## config.mk

```make
export PLATFORM = sky130hd
export DESIGN_NAME = commutation_generator_flat
export DESIGN_NICKNAME = d
export VERILOG_FILES = /design/src/rtl/commutation_generator_if.sv /design/src/rtl/commutation_generator.sv /design/src/flat_wrapper.sv
export SDC_FILE = /design/constraint.sdc
export NUM_CORES = 1
export LEC_CHECK = 0
export ABC_AREA = 1
export BUFFER_PORTS_ARGS = -buffer_cell sky130_fd_sc_hd__buf_2
export CAP_MARGIN = 20
export CORE_MARGIN = 2
export CORE_UTILIZATION = 53
export CTS_BUF_LIST = sky130_fd_sc_hd__clkbuf_16
export DETAILED_ROUTE_END_ITERATION = 10
export GPL_TIMING_DRIVEN = 0
export PLACE_DENSITY_LB_ADDON = 0.12
export SYNTH_ARGS = -nofsm -noshare
export SYNTH_HDL_FRONTEND = slang
export SYNTH_SLANG_ARGS = --single-unit
```

## constraint.sdc

```tcl
create_clock -name clk -period 4.2 [get_ports clk]
set_input_delay 0.21 -clock clk [delete_from_list [all_inputs] [get_ports clk]]
set_output_delay 0.21 -clock clk [all_outputs]
set_load 0.01 [all_outputs]
```

## src/rtl/commutation_generator_if.sv

```systemverilog
// ---------------------------------------------------------------------------
// commutation_generator_if
//   Command and gate-output bundle of the six-step commutation generator.
//   master : speed/direction commander (drives speed_in, speed_load, dir)
//   slave  : commutation_generator (drives gate commands, step and ticks)
//   Signals:
//     speed_in[7:0]   commanded speed in rev/s (0 = coast)
//     speed_load      one-cycle strobe capturing speed_in
//     dir             0 = forward, 1 = reverse
//     HA,HB,HC        high-side switch commands
//     LA,LB,LC        low-side switch commands
//     step[2:0]       current commutation step 0..5
//     step_tick       one-cycle pulse per step advance
//     rev_tick        one-cycle pulse when step enters 0
// ---------------------------------------------------------------------------
interface commutation_generator_if;
    logic [7:0] speed_in;
    logic       speed_load;
    logic       dir;
    logic       HA;
    logic       HB;
    logic       HC;
    logic       LA;
    logic       LB;
    logic       LC;
    logic [2:0] step;
    logic       step_tick;
    logic       rev_tick;

    modport master (
        output speed_in, speed_load, dir,
        input  HA, HB, HC, LA, LB, LC, step, step_tick, rev_tick
    );

    modport slave (
        input  speed_in, speed_load, dir,
        output HA, HB, HC, LA, LB, LC, step, step_tick, rev_tick
    );
endinterface

```

## src/rtl/commutation_generator.sv

```systemverilog
// ---------------------------------------------------------------------------
// commutation_generator
//   Six-step BLDC gate-pattern generator. A phase accumulator adds
//   6*speed each clock modulo CLK_HZ; every wrap advances the commutation
//   step, giving an exact average rate of 6*speed steps per second.
//   speed = 0 coasts: all gates off, accumulator and step frozen.
//
//   Ports:
//     clk  system clock
//     rst  asynchronous active-high reset
//     bus  commutation_generator_if.slave (speed/dir in; gates, step, ticks out)
//
//   Parameters:
//     CLK_HZ       clock frequency in Hz, accumulator modulus
//     ACC_W        accumulator width, CLK_HZ + 6*255 < 2**ACC_W
//     DEAD_CYCLES  turn-on delay of a newly enabled switch (1..255)
//
//   Build option:
//     DEADTIME_EN  when defined, an 8-bit down-counter holds off the incoming
//                  switch for DEAD_CYCLES clocks after each advance and after
//                  leaving coast; the outgoing switch always drops at once.
//                  When undefined, gates are a registered decode of the step.
// ---------------------------------------------------------------------------
module commutation_generator #(
    parameter int CLK_HZ      = 50_000_000,
    parameter int ACC_W       = 26,
    parameter int DEAD_CYCLES = 50
) (
    input  logic                   clk,
    input  logic                   rst,
    commutation_generator_if.slave bus
);

    typedef enum logic [2:0] {
        STEP0 = 3'd0,
        STEP1 = 3'd1,
        STEP2 = 3'd2,
        STEP3 = 3'd3,
        STEP4 = 3'd4,
        STEP5 = 3'd5
    } step_t;

    localparam logic [ACC_W-1:0] MODULUS = ACC_W'(CLK_HZ);

    if (DEAD_CYCLES < 1 || DEAD_CYCLES > 255) begin : g_bad_dead
        $error("commutation_generator: DEAD_CYCLES must be 1..255");
    end
    if (longint'(CLK_HZ) + 64'd1530 >= (64'd1 << ACC_W)) begin : g_bad_acc
        $error("commutation_generator: ACC_W too small for CLK_HZ");
    end

    // Gate vector order: {HA, HB, HC, LA, LB, LC}
    logic [7:0]       speed_q;
    logic [10:0]      inc;
    logic [ACC_W-1:0] acc_q;
    logic [ACC_W-1:0] acc_d;
    logic [ACC_W-1:0] sum;
    step_t            step_q;
    step_t            step_d;
    logic             running;
    logic             adv;
    logic [5:0]       target;
    logic [5:0]       gates_q;
    logic [5:0]       gates_d;
    logic             step_tick_q;
    logic             rev_tick_q;

`ifdef DEADTIME_EN
    localparam logic [7:0] DEAD = 8'(DEAD_CYCLES);
    logic [7:0] dt_q;
    logic [7:0] dt_d;
    logic       coast_q;
`endif

    // ------------------------------------------------------------------
    // Next-state: accumulator, step sequencing and gate decode
    // ------------------------------------------------------------------
    always_comb begin
        running = (speed_q != '0);
        inc     = {1'b0, speed_q, 2'b00} + {2'b00, speed_q, 1'b0};
        sum     = acc_q + ACC_W'(inc);
        adv     = 1'b0;
        acc_d   = acc_q;
        step_d  = step_q;
        target  = '0;

        if (running) begin
            if (sum >= MODULUS) begin
                adv   = 1'b1;
                acc_d = sum - MODULUS;
            end else begin
                acc_d = sum;
            end
        end

        if (adv) begin
            case (step_q)
                STEP0:   step_d = bus.dir ? STEP5 : STEP1;
                STEP1:   step_d = bus.dir ? STEP0 : STEP2;
                STEP2:   step_d = bus.dir ? STEP1 : STEP3;
                STEP3:   step_d = bus.dir ? STEP2 : STEP4;
                STEP4:   step_d = bus.dir ? STEP3 : STEP5;
                STEP5:   step_d = bus.dir ? STEP4 : STEP0;
                default: step_d = STEP0;
            endcase
        end

        case (step_d)
            STEP0:   target = 6'b100_010;  // HA, LB
            STEP1:   target = 6'b100_001;  // HA, LC
            STEP2:   target = 6'b010_001;  // HB, LC
            STEP3:   target = 6'b010_100;  // HB, LA
            STEP4:   target = 6'b001_100;  // HC, LA
            STEP5:   target = 6'b001_010;  // HC, LB
            default: target = '0;
        endcase

`ifdef DEADTIME_EN
        gates_d = gates_q;
        dt_d    = dt_q;
        if (!running) begin
            gates_d = '0;
            dt_d    = '0;
        end else if (adv || coast_q) begin
            // Masking with the present gates keeps only switches common to
            // both steps: the outgoing one drops now, the incoming one (and
            // any still-pending one from an interrupted countdown) waits.
            gates_d = gates_q & target;
            dt_d    = DEAD;
        end else if (dt_q != '0) begin
            dt_d    = dt_q - 8'd1;
            gates_d = (dt_q == 8'd1) ? target : (gates_q & target);
        end else begin
            gates_d = target;
        end
`else
        gates_d = running ? target : '0;
`endif
    end

    // ------------------------------------------------------------------
    // State registers
    // ------------------------------------------------------------------
    always_ff @(posedge clk or posedge rst) begin
        if (rst) begin
            speed_q     <= '0;
            acc_q       <= '0;
            step_q      <= STEP0;
            gates_q     <= '0;
            step_tick_q <= 1'b0;
            rev_tick_q  <= 1'b0;
        end else begin
            if (bus.speed_load) begin
                speed_q <= bus.speed_in;
            end
            acc_q       <= acc_d;
            step_q      <= step_d;
            gates_q     <= gates_d;
            step_tick_q <= adv;
            rev_tick_q  <= adv && (step_d == STEP0);
        end
    end

`ifdef DEADTIME_EN
    // coast_q marks the first running clock after coast so the held step's
    // switches get the dead-time treatment too.
    always_ff @(posedge clk or posedge rst) begin
        if (rst) begin
            dt_q    <= '0;
            coast_q <= 1'b1;
        end else begin
            dt_q    <= dt_d;
            coast_q <= !running;
        end
    end
`endif

    assign bus.HA        = gates_q[5];
    assign bus.HB        = gates_q[4];
    assign bus.HC        = gates_q[3];
    assign bus.LA        = gates_q[2];
    assign bus.LB        = gates_q[1];
    assign bus.LC        = gates_q[0];
    assign bus.step      = step_q;
    assign bus.step_tick = step_tick_q;
    assign bus.rev_tick  = rev_tick_q;

endmodule

```

## src/flat_wrapper.sv

```systemverilog
// flat-port wrapper written by rule: the top's interface ports become plain ports
module commutation_generator_flat 
#(
    parameter int CLK_HZ      = 50_000_000,
    parameter int ACC_W       = 26,
    parameter int DEAD_CYCLES = 50
)
  (clk, rst, bus_speed_in, bus_speed_load, bus_dir, bus_HA, bus_HB, bus_HC, bus_LA, bus_LB, bus_LC, bus_step, bus_step_tick, bus_rev_tick);
  commutation_generator_if bus_i ();
  input  logic clk;
  input  logic rst;
  input wire logic [$bits(bus_i.speed_in)-1:0] bus_speed_in;
  input wire logic [$bits(bus_i.speed_load)-1:0] bus_speed_load;
  input wire logic [$bits(bus_i.dir)-1:0] bus_dir;
  output wire logic [$bits(bus_i.HA)-1:0] bus_HA;
  output wire logic [$bits(bus_i.HB)-1:0] bus_HB;
  output wire logic [$bits(bus_i.HC)-1:0] bus_HC;
  output wire logic [$bits(bus_i.LA)-1:0] bus_LA;
  output wire logic [$bits(bus_i.LB)-1:0] bus_LB;
  output wire logic [$bits(bus_i.LC)-1:0] bus_LC;
  output wire logic [$bits(bus_i.step)-1:0] bus_step;
  output wire logic [$bits(bus_i.step_tick)-1:0] bus_step_tick;
  output wire logic [$bits(bus_i.rev_tick)-1:0] bus_rev_tick;
  assign bus_i.speed_in = bus_speed_in;
  assign bus_i.speed_load = bus_speed_load;
  assign bus_i.dir = bus_dir;
  assign bus_HA = bus_i.HA;
  assign bus_HB = bus_i.HB;
  assign bus_HC = bus_i.HC;
  assign bus_LA = bus_i.LA;
  assign bus_LB = bus_i.LB;
  assign bus_LC = bus_i.LC;
  assign bus_step = bus_i.step;
  assign bus_step_tick = bus_i.step_tick;
  assign bus_rev_tick = bus_i.rev_tick;
  commutation_generator #(.CLK_HZ(CLK_HZ), .ACC_W(ACC_W), .DEAD_CYCLES(DEAD_CYCLES)) u_core (.clk(clk), .rst(rst), .bus(bus_i));
endmodule
```

### Word level (Yosys, flattened, before mapping)

Index checks and enable logic that the tools add are counted.

| operators by class | value |
|---|---|
| muxes and demuxes | 13 |
| reduce and logical (&&, ||, !) cells | 4 |
| magnitude comparators | 1 |
| $add $sub $neg | 3 |
| eq/ne operators | 10 |

Operators by type and width:

| kind | number |
|---|---|
| case mux 6 bit (6 select lines) | 1 |
| adder 26 x 11 -> 26 bit | 1 |
| >= comparator 26 bit, second input constant | 1 |
| two-way mux 26 bit | 1 |
| subtractor 26 bit, second input constant | 1 |
| case mux 3 bit (6 select lines) | 1 |
| two-way mux 3 bit | 5 |
| == test 3 x 2 -> 1 bit, second input constant | 4 |
| == test 3 bit, second input constant | 4 |
| adder 10 x 9 -> 11 bit | 1 |
| nonzero test 8 bit | 1 |
| == test 3 x 1 -> 1 bit, second input constant | 2 |
| logical NOT 3 bit | 2 |
| two-way mux 6 bit | 1 |
| two-way mux 2 bit | 2 |
| two-way mux 1 bit | 2 |
| logical AND 1 bit | 1 |

| word-level totals | value |
|---|---|
| word-level logic and storage cells | 37 |
| bits of input ports | 12 |
| bits in registers | 45 |
| output and inout port bits | 11 |

### Logic depth before layout (Yosys ltp)

Gate-level depths: netlist of run 1.

| logic depth | value |
|---|---|
| depth after elaboration | 9 |
| mapped depth | 24 |
| depth with buffers taken out | 24 |

### Worst setup path before layout of run 1

OpenSTA, ideal clock, no wires.

| path | value |
|---|---|
| path kind | reg-to-reg |
| start | reg u_core.acc_q[2] |
| end | reg u_core.acc_q[23] |
| cell stages (with the launch flop) | 20 |
| setup time | 0.126 ns |
| path buffers | 0 |
| path slack | 0.940 ns |
| arrival time | 3.134 ns |
| period minus slack after synthesis | 3.260 ns |
| cells stage by stage | dfrtp_1 -> fa_1 -> ha_1 -> fa_1 -> nand2_1 -> nand2_1 -> nand3_1 -> nand2_1 -> nand2_1 -> nand2_1 -> ha_1 -> and3_1 -> nand2_1 -> nand3_1 -> o21ai_1 -> nand2_1 -> nor2_1 -> nand3_1 -> nand3_1 -> o21ai_0 |

| between the ends | value |
|---|---|
| word-level cells in the longest chain between the ends | 3 |

Ends and longest elaborated chain:

| item | line | RTL |
|---|---|---|
| start: declaration | commutation_generator.sv:55 | `logic [ACC_W-1:0] acc_q;` |
| start signal: assignment | commutation_generator.sv:147 | `acc_q <= '0;` |
| start signal: assignment | commutation_generator.sv:156 | `acc_q <= acc_d;` |
| adder 26 x 11 -> 26 bit (*) | commutation_generator.sv:81 | `sum = acc_q + ACC_W'(inc);` |
| subtractor 26 bit or >= comparator 26 bit (tied branches) | commutation_generator.sv:90, commutation_generator.sv:88 |  |
| two-way mux 26 bit (*) | commutation_generator.sv:88 | `if (sum >= MODULUS) begin` |

Every way passes the cells marked *; elsewhere a longest branch is shown, timed or not.
A chain may end at the register's enable or synchronous reset.

### Final worst setup path of run 1

| path | value |
|---|---|
| start | reg u_core.speed_q[0] |
| end | reg u_core.acc_q[23] |

| between the ends | value |
|---|---|
| word-level cells in the longest chain between the ends | 4 |

Ends and longest elaborated chain:

| item | line | RTL |
|---|---|---|
| start: declaration | commutation_generator.sv:53 | `logic [7:0] speed_q;` |
| start signal: assignment | commutation_generator.sv:154 | `speed_q <= bus.speed_in;` |
| adder 10 x 9 -> 11 bit | commutation_generator.sv:80 | `inc = {1'b0, speed_q, 2'b00} + {2'b00, speed_q, 1'b0};` |
| adder 26 x 11 -> 26 bit | commutation_generator.sv:81 |  |
| subtractor 26 bit or >= comparator 26 bit (tied branches) | commutation_generator.sv:90, commutation_generator.sv:88 |  |
| two-way mux 26 bit | commutation_generator.sv:88 |  |

Several ways; a longest one is shown, not always the timed one.

==> impl_metrics.toml, run 1 <==
[floorplanning]
boundaryPins = 23
die_area_sq_um = 7540
die_w_um = 86.8
rows = 30
start_util_pct = 54.1
die_h_um = 86.8
core_sq_um = 6720

[drt]
vias = 3578
drc = 0
viasPerCell = 5.43
routedWlPerCell_um = 14.4
firstDrtPassIters = 5
wl_um = 9490
ant_nets = 0
drt_iter0_drc = 288

[clock_tree]
worstSkewPairLatency_ns = 0.29
clk_path_buf_depth = 2
root_buffer = "clkbuf_16"
cts_tree = "done"
numCtsBuffers = 5
post_cts_buffers = 0
htree_levels = 2
cts_sinks = 44
clk_pin_slew_ns = 0.07

[synthesis]
async_flop_share_pct = 100
syn_nets = 579
syn_avg_cell_area_sq_um = 6.65
synth_top_area_share_pct = 30.3
synthCells = 547
seq_area_frac_synth_pct = 30.3
synthFlopType = "dfrtp_1"
yosys.area.top_type = "dfrtp_1"
synth_cell_types = 37
yosysWarnings = 0
synthesis.area_sq_um = 3640
synth_edf_count = 0
yosys-top-cells-area = "dfrtp_1 30%, nand2_1 21%, inv_1 6.6%, nand3_1 5.4%, fa_1 4.4%"
ys_seq_elements = 44

[setup_path]
worstRegToRegCells = 19
critPathLaunchType = "register"
crit_slowest_cell = "fa_1"
required_ns = 4.37
path_cells = "fa_1 > ha_1 > fa_1 > nand2_1 > nand2_1 > nand3_1 > nand2_1 > nand2_1 > nand2_1 > ha_1 > and3_1 > nand2_1 > nand3_1 > o21ai_1 > nand2_1 > nor2_1 > nand3_1 > nand3_1 > o21ai_0"
arrival_ns = 4.00
crit_top_cell = "nand2_1"
endpoint_kind = "register"
worstPathMaxFanout = 4
critPathKind = "reg -> reg"
max_stage_delay_ns = 0.48
reg2reg_slack_ns = 0.37

[pwr]
vdd_drop_max_mv = 0.397
power_density_nw_per_um2 = 601
pwr-share-seq_pct = 24.7
comb_power_share_pct = 56.3
p_sw_share_pct = 48.0
p_int_uw = 1260
p_switching_uw = 1170
clockPowerShare_pct = 19.0
p_leak_uw = 0.00206

[global_routing]
antenna_found_initial = 0
grt.total_usage_pct = 27.5
grt_overflow = 0
grt_pass1_wl_um = 16300
grt_pass1_vias = 3522
grt_max_degree = 27

[placed_design]
io_buffers = 22
hpwl_um = 7330
dpl_worst_slack_ns = 0.427
place_area_sq_um = 3870
place_inst = 650
place.gp.congestion = 0.868

[run_status]
status = "complete, no violations"

[timing]
slew_viol_final = 0
timing.setup.tns_ns = 0
finalHoldViolations = 0
worstMarginPinSlew_ns = 0.657
finalCritPeriodShare_pct = 91.1
setup_viol = 0
holdWs_ns = 0.122
rsz0062_at_grt = "no"
clock_skew_ns = 0.00940
fmax_mhz = 261
postLayoutSetupSlackWorst_ns = 0.374
slew_headroom_pct = 56.0
min_period_ns = 3.83

[layout]
drive_gt1_share_pct = 13.0
fin_area_sq_um = 4050
layout_commonest_cell = "nand2_1"
antenna_cells = 0
nNetsFinal = 610
mostFrequentLayoutCells = "207 x nand2_1, 63 x inv_1, 44 x dfrtp_1"
syn_to_final_growth_pct = 11.2
instances_no_fill = 659
n_fill_cell = 623

[worst_hold_path]
whs_path_depth = 3
hold_path_class = "in -> reg"

[run]
cap_viol_max_count = 0
## path summary, 6_finish.rpt
kind / startpoint / end
max: u_core.speed_q[0] / u_core.acc_q[23]
min: bus_speed_in[7] / u_core.speed_q[7]
max reg2reg: u_core.speed_q[0] / u_core.acc_q[23]
min reg2reg: u_core.acc_q[1] / u_core.acc_q[1]
max in group asynchronous: rst / u_core.bus.step_tick
min in group asynchronous: rst / u_core.acc_q[4]
## final cells by class
type	count	area, sq um	share of cell area, %
Multi-Input combinational cell	426	2230	55.2
Sequential cell	44	1100	27.2
Inverter	69	259	6.40
Timing Repair Buffer	24	140	3.46
Clock buffer	5	125	3.09
Tap cell	80	100	2.47
Buffer	8	46.3	1.14
Clock inverter	3	42.5	1.05
## kinds of logic (layout without fill, tap and decap cells)
| group | Yosys count | after routing | share of synthesized area (%) |
|---|---|---|---|
| AOI/OAI and AO/OA | 47 | 47 | 7.22 |
| DFF | 44 | 44 | 30.3 |
| buffers and inverters | 77 | 109 | 8.39 |
| and+or+nand+nor | 344 | 344 | 42.0 |
| adders and majority gates | 20 | 20 | 8.53 |
| xor gates and xnor gates | 15 | 15 | 3.61 |
## worst max-delay path, delay by kind of cell (launching register included)
family | cells | cell delay, ns
AOI/OAI and AO/OA | 2 | 0.37
and+or+nand+nor | 13 | 1.47
DFF | 1 | 0.42
adders and majority gates | 4 | 1.46
## Yosys cell counts, drive strengths merged (2+ instances only)
cell / instances
a21oi: 12
buf: 4
clkbuf: 4
dfrtp: 44
fa: 8
ha: 12
inv: 68
nand2: 224
nand3: 44
nand3b: 5
nand4: 13
nor2: 49
nor3: 5
nor4: 2
o21ai: 27
o22ai: 2
xnor2: 5
xor2: 10
## power by group through the flow
stage               Combinational, uW  Sequential, uW  Clock (uW)
floorplan                        1040             583           0
global placement                 1290             605           0
detailed placement               1330             607           0
CTS                              1350             600         467
global route                     1550             615         474
finish                           1370             601         461
## metrics by stage
stage | power [uW] | utilization [%]
2_1_floorplan | 1620 | -
3_3_place_gp | 1900 | 57.3
3_5_place_dp | 1940 | 57.6
4_1_cts | 2420 | 60.2
5_1_grt | 2640 | 60.2
6_report | 2430 | 60.2
## layer usage
layer,part of all wire (%),vias to the layer above,track usage (%)
met5,0,-,0
met3,5.2,7,3.52
met1,48,1679,39.0
met2,46,97,45.0
li1,-,1795,-
met4,1.3,0,6.11
## registers in the layout, indices dropped and copies added (netlist names)
signal,cells
u_core.acc_q,25
u_core.speed_q,8
u_core.gates_q,6
u_core.bus.step,3
u_core.bus.rev_tick,1
u_core.bus.step_tick,1
## repair_timing
action	CTS	global route
endpoints found under the hold margin	18	0
resized for setup	0	0
hold buffers	1	0
Note: power is estimated with default switching activity, not from simulation.
==> inputs of run 2 (changes only) <==
Settings changed: ABC_AREA 1 to 0.
==> run 2 against run 1 <==
  * Fmax decreased by 7.6%
  * Combinational power increased by 55%
  * Worst hold slack gained 0.032 ns
  * Clock skew is 0.0034 ns lower
  * Clock power fell by 4%
  * Register-to-register slack got worse by 0.32 ns
  * Critical path depth fell by 5
==> impl_metrics.toml, run 2 <==
[run_status]
status = "complete, no violations"

[placed_design]
io_buffers = 21
hpwl_um = 6340
place.gp.congestion = 0.877
place_area_sq_um = 3730
dpl_worst_slack_ns = -0.144

[setup_path]
endpoint_kind = "register"
crit_family = "compound AO/OA/AOI/OAI gates"
path_cells = "fa_1 > ha_2 > fa_2 > a211o_1 > a21oi_4 > o21ai_4 > o31ai_4 > a31oi_4 > and3b_1 > a31o_1 > buf_6 > buf_8 > a311oi_2 > xnor2_1"
worstPathMaxFanout = 10
critPathKind = "reg -> reg"
arrival_ns = 4.35
reg2reg_slack_ns = 0.06
path_buf_inv = 2
crit_slowest_cell = "fa_1"
critPathLaunchType = "register"
max_stage_delay_ns = 0.47
required_ns = 4.41

[synthesis]
yosys-top-cells-area = "dfrtp_1 31%, xnor2_1 4.8%, fa_1 4.6%, ha_1 4.3%, nand2_1 4.3%"
synth.most_common_cell = "dfrtp_1"
synth_top_area_share_pct = 31.5
ys_seq_elements = 44
synth_cell_types = 74
synthCells = 388
async_flop_share_pct = 100
syn_avg_cell_area_sq_um = 9.01
synth_edf_count = 0
yosys-top-cells-count = "44 x dfrtp_1, 40 x nand2_1, 24 x o21ai_0"
synthFlopType = "dfrtp_1"
synthesis.area_sq_um = 3500
yosysWarnings = 0
seq_area_frac_synth_pct = 31.5
syn_nets = 420
yosys.area.top_type = "dfrtp_1"

[clock_tree]
htree_levels = 2
cts_tree = "done"
root_buffer = "clkbuf_16"
numCtsBuffers = 5
clk_path_buf_depth = 2
cts_sinks = 44
worstSkewPairLatency_ns = 0.28
clk_pin_slew_ns = 0.06

[layout]
antenna_cells = 0
nNetsFinal = 457
layout_commonest_cell = "dfrtp_1"
largest-register = "u_core.acc_q"
multi_input_area_sq_um = 2420
largest_register_ffs = 25
mostFrequentLayoutCells = "42 x dfrtp_1, 38 x nand2_1, 24 x buf_2"
fin_area_sq_um = 4160
n_fill_cell = 521
top_regs = "u_core.acc_q x25, u_core.speed_q x8, u_core.gates_q x6"
seq_area_sq_um = 1100
syn_to_final_growth_pct = 19.0
drive_gt1_share_pct = 23.7

[pwr]
p_sw_share_pct = 47.8
pwr-share-seq_pct = 19.5
vdd_drop_max_mv = 0.487
p_int_uw = 1660
power_density_nw_per_um2 = 767
comb_power_share_pct = 66.7
p_switching_uw = 1530
p_leak_uw = 0.00175
p_total_uw = 3190
clockPowerShare_pct = 13.9

[drt]
viasPerCell = 6.28
ant_nets = 0
vias = 3160
wl_um = 9030
drc = 0
routedWlPerCell_um = 17.9
firstDrtPassIters = 5
drt_iter0_drc = 168

[timing]
fmax_mhz = 241
worstMarginPinSlew_ns = 0.585
finalHoldViolations = 0
min_period_ns = 4.14
slew_viol_final = 0
finalCritPeriodShare_pct = 98.6
slew_headroom_pct = 60.7
setup_viol = 0
clock_skew_ns = 0.00599
timing.setup.tns_ns = 0
postLayoutSetupSlackWorst_ns = 0.0587
holdWs_ns = 0.153
rsz0062_at_grt = "yes"

[floorplanning]
die_w_um = 85.2
die_area_sq_um = 7260
boundaryPins = 23
rows = 29
core_sq_um = 6350
start_util_pct = 55.1
die_h_um = 85.2

[worst_hold_path]
hold_path_class = "in -> reg"

[run]
cap_viol_max_count = 0

[global_routing]
grt.total_usage_pct = 24.8
grt_pass1_vias = 3000
antenna_found_initial = 0
grt_max_degree = 26
grt_pass1_wl_um = 14400
grt_overflow = 0
==> run 2: cell types whose count changed after synthesis, moves of 8 or more <==
| cell | previous run | this run |
|---|---|---|
| a21oi_1 | 11 | 19 |
| nand2_1 | 207 | 40 |
| nand3_1 | 39 | 15 |
| nor3_1 | 5 | 13 |
| nand2_2 | 16 | 1 |
| inv_1 | 64 | 13 |
| nor2_1 | 40 | 19 |
| mux2_2 | 0 | 8 |
| xnor2_1 | 5 | 19 |
==> run 2: layout make-up <==
cell class	instances	area share (%)
Buffer	21	3.16
Clock buffer	5	3.01
Clock inverter	3	0.932
Inverter	13	1.17
Multi-Input combinational cell	310	58.2
Sequential cell	44	26.5
Tap cell	77	2.31
Timing Repair Buffer	30	4.69
==> run 2: worst paths after layout <==
check | startpoint | end | cells past startpoint
max | u_core.speed_q[0] | u_core.acc_q[13] | 14
min | bus_speed_in[6] | u_core.speed_q[6] | 2
max reg2reg | u_core.speed_q[0] | u_core.acc_q[13] | 14
min reg2reg | u_core.acc_q[1] | u_core.acc_q[1] | 2
max in group asynchronous | rst | u_core.speed_q[6] | 4
min in group asynchronous | rst | u_core.bus.step_tick | 3
==> run 2: routing by layer <==
layer	wire (um)	track usage [%]	vias to the layer above
met1	3940	33.5	1550
li1	-	-	1499
met2	4480	41.8	98
met4	128	7.07	0
met3	480	3.11	13
met5	0	0	-
==> run 2: power groups by stage <==
stage          combinational, uW  sequential [uW]  clock (uW)
4_1_cts                     1890              618         453
3_3_place_gp                1790              622           0
6_report                    2130              622         442
3_5_place_dp                1840              624           0
5_1_grt                     2330              637         461
2_1_floorplan               1490              599           0
==> run 2: cells by family (layout without fill, tap and decap cells) <==
family	Yosys count	after routing	share of synthesized area, %
and+or+nand+nor	132	132	19.3
AOI/OAI and AO/OA	116	116	24.2
DFF	44	44	31.5
buffers and inverters	34	72	4.79
xor gates and xnor gates	31	31	7.76
adders and majority gates	20	20	8.87
muxes	11	11	3.54
==> run 2: worst register-to-register path: cells and delay by family (launching register included) <==
family	cells	cell delay (ns)
and+or+nand+nor	1	0.21
xor gates and xnor gates	1	0.16
DFF	1	0.44
buffers and inverters	2	0.31
AOI/OAI and AO/OA	7	1.81
adders and majority gates	3	1.12
==> run 2: timing repair <==
action / in CTS / in global routing
hold endpoints to repair: 19 / 0
hold buffers: 1 / 0
endpoints found under the setup margin: 19 / 29
setup buffers: 3 / 3
resized for setup: 6 / 35
gates cloned: 0 / 1
pin swaps: 2 / 8
==> run 2: per-stage QoR <==
stage	utilization, %	cells
after floorplan	-	388
after global placement	58.2	486
after detailed placement	58.7	487
after CTS	62.2	499
after global routing	65.6	503
final	65.6	503
==> inputs of run 3 (changes only) <==
Settings changed: PLACE_DENSITY set to 0.75, PLACE_DENSITY_LB_ADDON 0.12 to unset.
==> run 3 against run 2 <==
  * Cell area decreased by 0.21%
  * Cell count is 0.40% higher
  * Non-clock buffer count grew 2
  * Critical path depth unchanged
  * Sequential share of layout area hardly changed
  * Combinational power decreased by 3%
  * Utilization fell by 0.14 points
  * Register-to-register slack worse by 0.03 ns
==> impl_metrics.toml, run 3 (synthesis results as in run 2) <==
[global_routing]
grt_overflow = 0
busiest_layer = "met2"
grt_pass1_wl_um = 14100
gr-usage-met2_pct = 39.2
use_met3_pct = 3.21
antenna_found_initial = 0
grt.total_usage_pct = 24.0
grt_pass1_vias = 2911
grt_util_met1_pct = 33.5
grt_max_degree = 27

[setup_path]
critPathKind = "reg -> reg"
arrival_ns = 4.34
critPathLaunchType = "register"
required_ns = 4.37
endpoint_kind = "register"
worstPathMaxFanout = 6

[floorplanning]
start_util_pct = 55.1
die_w_um = 85.2
die_h_um = 85.2
rows = 29
core_sq_um = 6350
boundaryPins = 23
die_area_sq_um = 7260

[timing]
clock_skew_ns = 0.00434
rsz0062_at_grt = "yes"
postLayoutSetupSlackWorst_ns = 0.0330
min_period_ns = 4.17
worstMarginPinSlew_ns = 0.603
finalCritPeriodShare_pct = 99.2
slew_viol_final = 0
fmax_mhz = 240
setup_viol = 0
slew_headroom_pct = 59.8
finalHoldViolations = 0

[layout]
n_fill_cell = 492
drive_gt1_share_pct = 23.4
largest-register = "u_core.acc_q"
layout_commonest_cell = "dfrtp_1"
fin_area_sq_um = 4150
antenna_cells = 0
top_regs = "u_core.acc_q x25, u_core.speed_q x8, u_core.gates_q x6"
syn_to_final_growth_pct = 18.8
largest_register_ffs = 25
mostFrequentLayoutCells = "44 x dfrtp_1, 38 x nand2_1, 25 x buf_2"
nNetsFinal = 459

[clock_tree]
htree_levels = 2
root_buffer = "clkbuf_16"
clk_path_buf_depth = 2
numCtsBuffers = 5
worstSkewPairLatency_ns = 0.29
cts_sinks = 44
clk_pin_slew_ns = 0.06
cts_tree = "done"

[placed_design]
dpl_worst_slack_ns = -0.229
place_area_sq_um = 3720
place.gp.congestion = 0.904
hpwl_um = 6160
io_buffers = 21

[drt]
drt_iter0_drc = 209
viasPerCell = 6.24
routedWlPerCell_um = 17.1
wl_um = 8640
ant_nets = 0
drc = 0
vias = 3151
firstDrtPassIters = 4

[run_status]
status = "complete, no violations"

[pwr]
vdd_drop_max_mv = 0.512
power_density_nw_per_um2 = 755
p_leak_uw = 0.00175

[run]
cap_viol_max_count = 0

[worst_hold_path]
hold_path_class = "in -> reg"
## run 3: metal layers
metal / routed length (um) / part of all wire, %
met3: 419 / 4.9
met1: 4010 / 46
met5: 0 / 0
met2: 4090 / 47
met4: 119 / 1.4
## run 3: worst paths after layout
kind	from	endpoint	slack (ns)	cells past startpoint
max	u_core.speed_q[0]	u_core.acc_q[13]	0.03	14
min	bus_speed_in[2]	u_core.speed_q[2]	0.15	2
min in group asynchronous	rst	u_core.bus.step_tick	0.48	3
min reg2reg	u_core.acc_q[1]	u_core.acc_q[1]	0.48	2
max reg2reg	u_core.speed_q[0]	u_core.acc_q[13]	0.03	14
max in group asynchronous	rst	u_core.speed_q[3]	3.23	4
## run 3: critical path, cell delays in order (launching register included)
cell	delay (ns)
dfrtp_1	0.43
fa_1	0.53
ha_4	0.20
fa_2	0.38
a211o_1	0.36
a211o_1	0.32
nor4b_2	0.30
a211oi_2	0.12
o2111ai_4	0.29
nand2_2	0.14
a31o_1	0.28
buf_6	0.16
clkbuf_16	0.16
a311oi_4	0.27
xnor2_1	0.11
## run 3: what timing repair did
item                                   in CTS  in global routing
cloned                                      0                  2
pin swaps                                   1                 20
hold buffers                                1                  0
setup endpoints to repair                  21                 28
gates resized for setup                     3                 33
setup buffers                               0                  7
endpoints found under the hold margin      18                  0
## run 3: cell type report
class	instances	area (sq um)	share of cell area, %
tap	77	96.3	2.32
buffer	21	128	3.07
clock inverter	3	38.8	0.934
inverter	13	48.8	1.17
sequential	44	1100	26.5
timing repair buffer	32	218	5.24
clock buffer	5	125	3.01
multi-input combinational	310	2400	57.7
## run 3: where the power goes
group / internal, uW / total [uW] / switching, uW
Combinational: 840 / 2070 / 1230
Clock: 278 / 447 / 169
Sequential: 523 / 614 / 91.1
## run 3: metrics by stage
step / power [uW] / hold WS [ns] / std cells / setup TNS (ns) / util, %
6_report: 3130 / 0.151 / 505 / 0 / 65.4
5_1_grt: 3390 / 0.159 / 505 / -0.704 / 65.4
4_1_cts: 2920 / 0.154 / 496 / -0.124 / 61.6
3_5_place_dp: 2440 / 0.251 / 487 / -1.61 / 58.6
3_3_place_gp: 2400 / 0.441 / 486 / -1.56 / 58.2
2_1_floorplan: 2090 / 0.362 / 388 / 0 / -
